<file path="config.mk">
export PLATFORM = sky130hd
export DESIGN_NAME = regfile_wb_2r1w
export DESIGN_NICKNAME = d
export VERILOG_FILES = /design/src/rtl/regfile_wb_2r1w_pkg.sv /design/src/rtl/regfile_wb_2r1w_wb_pend_buf.sv /design/src/rtl/regfile_wb_2r1w.sv
export SDC_FILE = /design/constraint.sdc
export NUM_CORES = 2
export LEC_CHECK = 0
export CAP_MARGIN = 20
export CORE_MARGIN = 5
export CORE_UTILIZATION = 35
export CTS_CLUSTER_SIZE = 10
export DETAILED_ROUTE_END_ITERATION = 6
export DONT_BUFFER_PORTS = 1
export SYNTH_ARGS = -nofsm -noshare
export SYNTH_HDL_FRONTEND = slang
export SYNTH_SLANG_ARGS = --single-unit
</file>
<file path="constraint.sdc">
create_clock -name clk -period 2.7 [get_ports clk]
set_clock_uncertainty 0.15 [all_clocks]
set_input_delay 0.675 -clock clk [delete_from_list [all_inputs] [get_ports clk]]
set_output_delay 0.675 -clock clk [all_outputs]
set_load 0.01 [all_outputs]
</file>
<file path="src/rtl/regfile_wb_2r1w_pkg.sv">
// regfile_wb_2r1w_pkg: shared widths, constants and write-back request type for regfile_wb_2r1w
package regfile_wb_2r1w_pkg;
    localparam int DATA_W_DEF = 32;
    localparam int ADDR_W_DEF = 5;
    localparam int NUM_REGS = 2 ** ADDR_W_DEF;
    localparam logic [ADDR_W_DEF-1:0] ZERO_REG = 5'd0;

    typedef struct packed {
        logic                  we;
        logic [ADDR_W_DEF-1:0] addr;
        logic [DATA_W_DEF-1:0] data;
    } wb_req_t;
endpackage

</file>
<file path="src/rtl/regfile_wb_2r1w_wb_pend_buf.sv">
// wb_pend_buf: one-entry write-back capture register between the dest-select mux and the array
module wb_pend_buf
    import regfile_wb_2r1w_pkg::*;
#(
    parameter int DATA_W = DATA_W_DEF,
    parameter int ADDR_W = ADDR_W_DEF
) (
    input  logic              clk,
    input  logic              rst_n,
    input  logic              we,
    input  logic [ADDR_W-1:0] wr_addr,
    input  logic [DATA_W-1:0] wr_data,
    output logic              pend_valid,
    output logic [ADDR_W-1:0] pend_addr,
    output logic [DATA_W-1:0] pend_data
);
    always_ff @(posedge clk or negedge rst_n) begin
        if (!rst_n) begin
            pend_valid <= 1'b0;
            pend_addr  <= '0;
            pend_data  <= '0;
        end else begin
            pend_valid <= we;
            if (we) begin
                pend_addr <= wr_addr;
                pend_data <= wr_data;
            end
        end
    end
endmodule

</file>
<file path="src/rtl/regfile_wb_2r1w.sv">
// regfile_wb_2r1w: 32-entry 2-read/1-write register file behind a one-entry write-back buffer.
// Define REGFILE_WB_FORWARD_EN to bypass pending data to the read ports instead of flagging a hazard.
module regfile_wb_2r1w
    import regfile_wb_2r1w_pkg::*;
#(
    parameter int DATA_W = DATA_W_DEF,
    parameter int ADDR_W = ADDR_W_DEF,
    parameter logic [DATA_W-1:0] RESET_VAL = '0
) (
    input  logic              clk,
    input  logic              rst_n,
    input  logic              we,
    input  logic [ADDR_W-1:0] wr_addr,
    input  logic [DATA_W-1:0] wr_data,
    input  logic [ADDR_W-1:0] rd_addr1,
    input  logic [ADDR_W-1:0] rd_addr2,
    output logic [DATA_W-1:0] rd_data1,
    output logic [DATA_W-1:0] rd_data2,
    output logic              rd_hazard1,
    output logic              rd_hazard2,
    output logic              pend_valid
);
    localparam int N = 2 ** ADDR_W;

    logic [ADDR_W-1:0] pend_addr;
    logic [DATA_W-1:0] pend_data;
    logic [DATA_W-1:0] mem [N];
    logic              m1, m2;

    wb_pend_buf #(.DATA_W(DATA_W), .ADDR_W(ADDR_W)) u_pend (
        .clk       (clk),
        .rst_n     (rst_n),
        .we        (we),
        .wr_addr   (wr_addr),
        .wr_data   (wr_data),
        .pend_valid(pend_valid),
        .pend_addr (pend_addr),
        .pend_data (pend_data)
    );

    // commit drains the old buffer contents on the same edge the buffer refills
    always_ff @(posedge clk or negedge rst_n) begin
        if (!rst_n) begin
            for (int i = 0; i < N; i++) mem[i] <= RESET_VAL;
        end else if (pend_valid && pend_addr != '0) begin
            mem[pend_addr] <= pend_data;
        end
    end

    assign m1 = pend_valid && pend_addr == rd_addr1 && rd_addr1 != '0;
    assign m2 = pend_valid && pend_addr == rd_addr2 && rd_addr2 != '0;

`ifdef REGFILE_WB_FORWARD_EN
    assign rd_data1   = rd_addr1 == '0 ? '0 : m1 ? pend_data : mem[rd_addr1];
    assign rd_data2   = rd_addr2 == '0 ? '0 : m2 ? pend_data : mem[rd_addr2];
    assign rd_hazard1 = 1'b0;
    assign rd_hazard2 = 1'b0;
`else
    // stale array value is returned; the hazard tells upstream to stall one cycle
    assign rd_data1   = rd_addr1 == '0 ? '0 : mem[rd_addr1];
    assign rd_data2   = rd_addr2 == '0 ? '0 : mem[rd_addr2];
    assign rd_hazard1 = m1;
    assign rd_hazard2 = m2;
`endif
endmodule

</file>
==> metrics.txt <==
I/O Buffers 0; DIE AREA 170000 um2; Distinct cells, synth 48; Most used DFF post-synth dfrtp_1; DPL Wire Length 110 mm; Max-slew headroom 0.237; Pleak 28.4 nW; Mapped Area 56500 um2; vias in the first global route 37300; Syn Inst Count 3713; actual slew at the worst max-slew pin 1.14 ns; HP Class primary input to flop; DR WL/cell between 30 and 40 um; min setup slack post-route -0.633 ns; Iteration-0 DRC Markers 3019; number of synthesized flops with an enable pin 0; cell taking the most area after synthesis dfrtp_1; chip width 412 um; Starting Density 0.352; Synth Register Bits 1062; most common cell in the netlist dfrtp_1; H-tree levels 3; min cycle time layout ~3.3 ns; clk slew on worst S/H paths 0.06 ns; # IOs 117; drt drc 0; placed cells 5804; Post-synth ARST share 1.00; Clock Tree Buf Depth 3; CP startpoint kind primary input; Seq/Total Area, Yosys 0.470; count of final max-slew check failures 0; initial antenna violation count 2; routability cong. a little over 0.8; end point of the critical path rd_data2[10]; post-synthesis net count between 3000 and 4000; failing checks negative setup slack; status finished with violations; worst reg2reg path depth 5; final hold slack 0.0904 ns; Tot Pwr 55.4 mW; Synth area leaders dfrtp_1, mux2_2, mux4_2, mux2i_1, clkbuf_1; VDD IR max 0.590 mV; Die Y 412 um; CP Capture Type primary output; Warnings, synthesis 0; layout cells sized above 1 0.610; CTS tree built; PwrDens 822 nW/um2; via total after detailed routing 35600; first-pass GRT wire length 270 mm; synthesized area per cell 15.2 um2; cell area after placement 61700 um2; Max Cap Viol 0; share of the synthesized area in the top cell type 0.470; detailed-route wire length 184 mm; Layout area overhead 19.3%; fin nets 3872; antenna-violating nets left 0; fin crit share 1.23; Setup CP Type primary input to primary output; Root Buffer clkbuf_16; CP Launch Point rd_addr2[2]; post-layout util 0.420; Via density just under 6; # rows 147; Num CTS Buffers 121; Pre-antenna DRT Iters 6; area of the core ~160000 um2; clock sinks 1062; commonest cells in the netlist dfrtp_1, mux2_2, mux4_2, clkbuf_1, mux2i_1; Clock Latency Late Sink 0.74 ns; non-filler cells, final 6022; flop2flop setup slack 0.16 ns; required time of the critical path around 1.9 ns; Finish-stage setup viols 66; crit path DAT between 2 and 3 ns; post-route cell area slightly below 70000 um2; final hold violations 0; Reg-to-Reg End mem[445]$_DFFE_PN0P_; GRT Util Overall 0.215; fmax 300 MHz; setup tns final -35.55 ns; grt total ovfl 0; Fillers 14400; pre-CTS setup slack -0.626 ns; pin count of the biggest net entering global routing between 200 and 300; worst r2r src u_pend.pend_addr[1]$_DFFE_PN0P_; RSZ-0062 raised after global routing true; Critical Path Fanout Max 290
how the worst min path moves through the flow:
stage / startpoint / endpoint / slack [ns] / cells after the start
5_1_grt: we / u_pend.pend_valid$_DFF_PN0_ / 0.09 / 1
4_1_cts: we / u_pend.pend_valid$_DFF_PN0_ / 0.06 / 1
6_report: we / u_pend.pend_valid$_DFF_PN0_ / 0.09 / 1
2_1_floorplan: rst_n / mem[0]$_DFFE_PN0P_ / 0.23 / 0
3_3_place_gp: mem[1005]$_DFFE_PN0P_ / mem[1005]$_DFFE_PN0P_ / 0.23 / 0
3_5_place_dp: mem[996]$_DFFE_PN0P_ / mem[996]$_DFFE_PN0P_ / 0.23 / 0
placed cells by master (no fill, tap or decap), drive strengths merged, types with 25 or more instances in the layout:
cell and instances:
buf 380, mux2i 128, nor2b 66, nand2 48
o21ai 112, a221oi 48, mux4 448, a22oi 64
nor2 25, a211oi 64, dlygate4sd3 38, dfrtp 1062
mux2 1093, clkbuf 153, a311oi 64
state kept, by name, summed over array words and instances, names as in the netlist:
register           cells
u_pend.pend_addr       5
u_pend.pend_valid      1
mem                 1024
u_pend.pend_data      32
report_power, final:
part	total [mW]	leakage, nW	switching [mW]	internal (mW)
Sequential	25.0	13.6	3.96	21.1
Clock	15.1	1.69	6.55	8.51
Combinational	15.3	13.1	5.34	9.97
Total	55.4	28.4	15.9	39.6
cells by family after synthesis:
kind of cell	after synthesis	share of synthesized area
xor gates and xnor gates	10	0.00155
AOI/OAI and AO/OA	368	0.0476
and+or+nand+nor	168	0.0167
muxes	1669	0.420
buffers and inverters	436	0.0437
DFF	1062	0.470
worst max-delay path, stage by stage:
cell      delay, ns
or4_4          0.77
buf_16         0.21
buf_4          0.19
o21ai_4        0.10
a311oi_4       0.07
buf_4          0.18
metal layers:
metal	up-vias	global-route usage	wire length [um]
met5	-	0	0
met4	0	0.0752	6900
met3	315	0.0415	12700
met2	1228	0.339	85600
met1	19500	0.296	78300
li1	14600	-	-
layout make-up:
type | instances | area (um2) | area share
Antenna cell | 3 | 7.51 | 0.000111
Clock buffer | 151 | 3290 | 0.0488
Timing Repair Buffer | 420 | 4780 | 0.0709
Multi-Input combinational cell | 2215 | 29900 | 0.443
Clock inverter | 9 | 165 | 0.00245
Sequential cell | 1062 | 26600 | 0.394
Inverter | 2 | 12.5 | 0.000185
Tap cell | 2160 | 2700 | 0.0401
timing repair:
| item | in CTS | in global routing |
|---|---|---|
| resized for setup | 230 | 88 |
| setup buffers | 18 | 15 |
| gates cloned | 1 | 1 |
| endpoints found under the setup margin | 98 | 94 |
| pin swaps | 94 | 49 |
| hold endpoints to repair | 96 | 0 |
| hold buffers | 39 | 0 |
No activity file was read; power rests on OpenSTA's default activity.
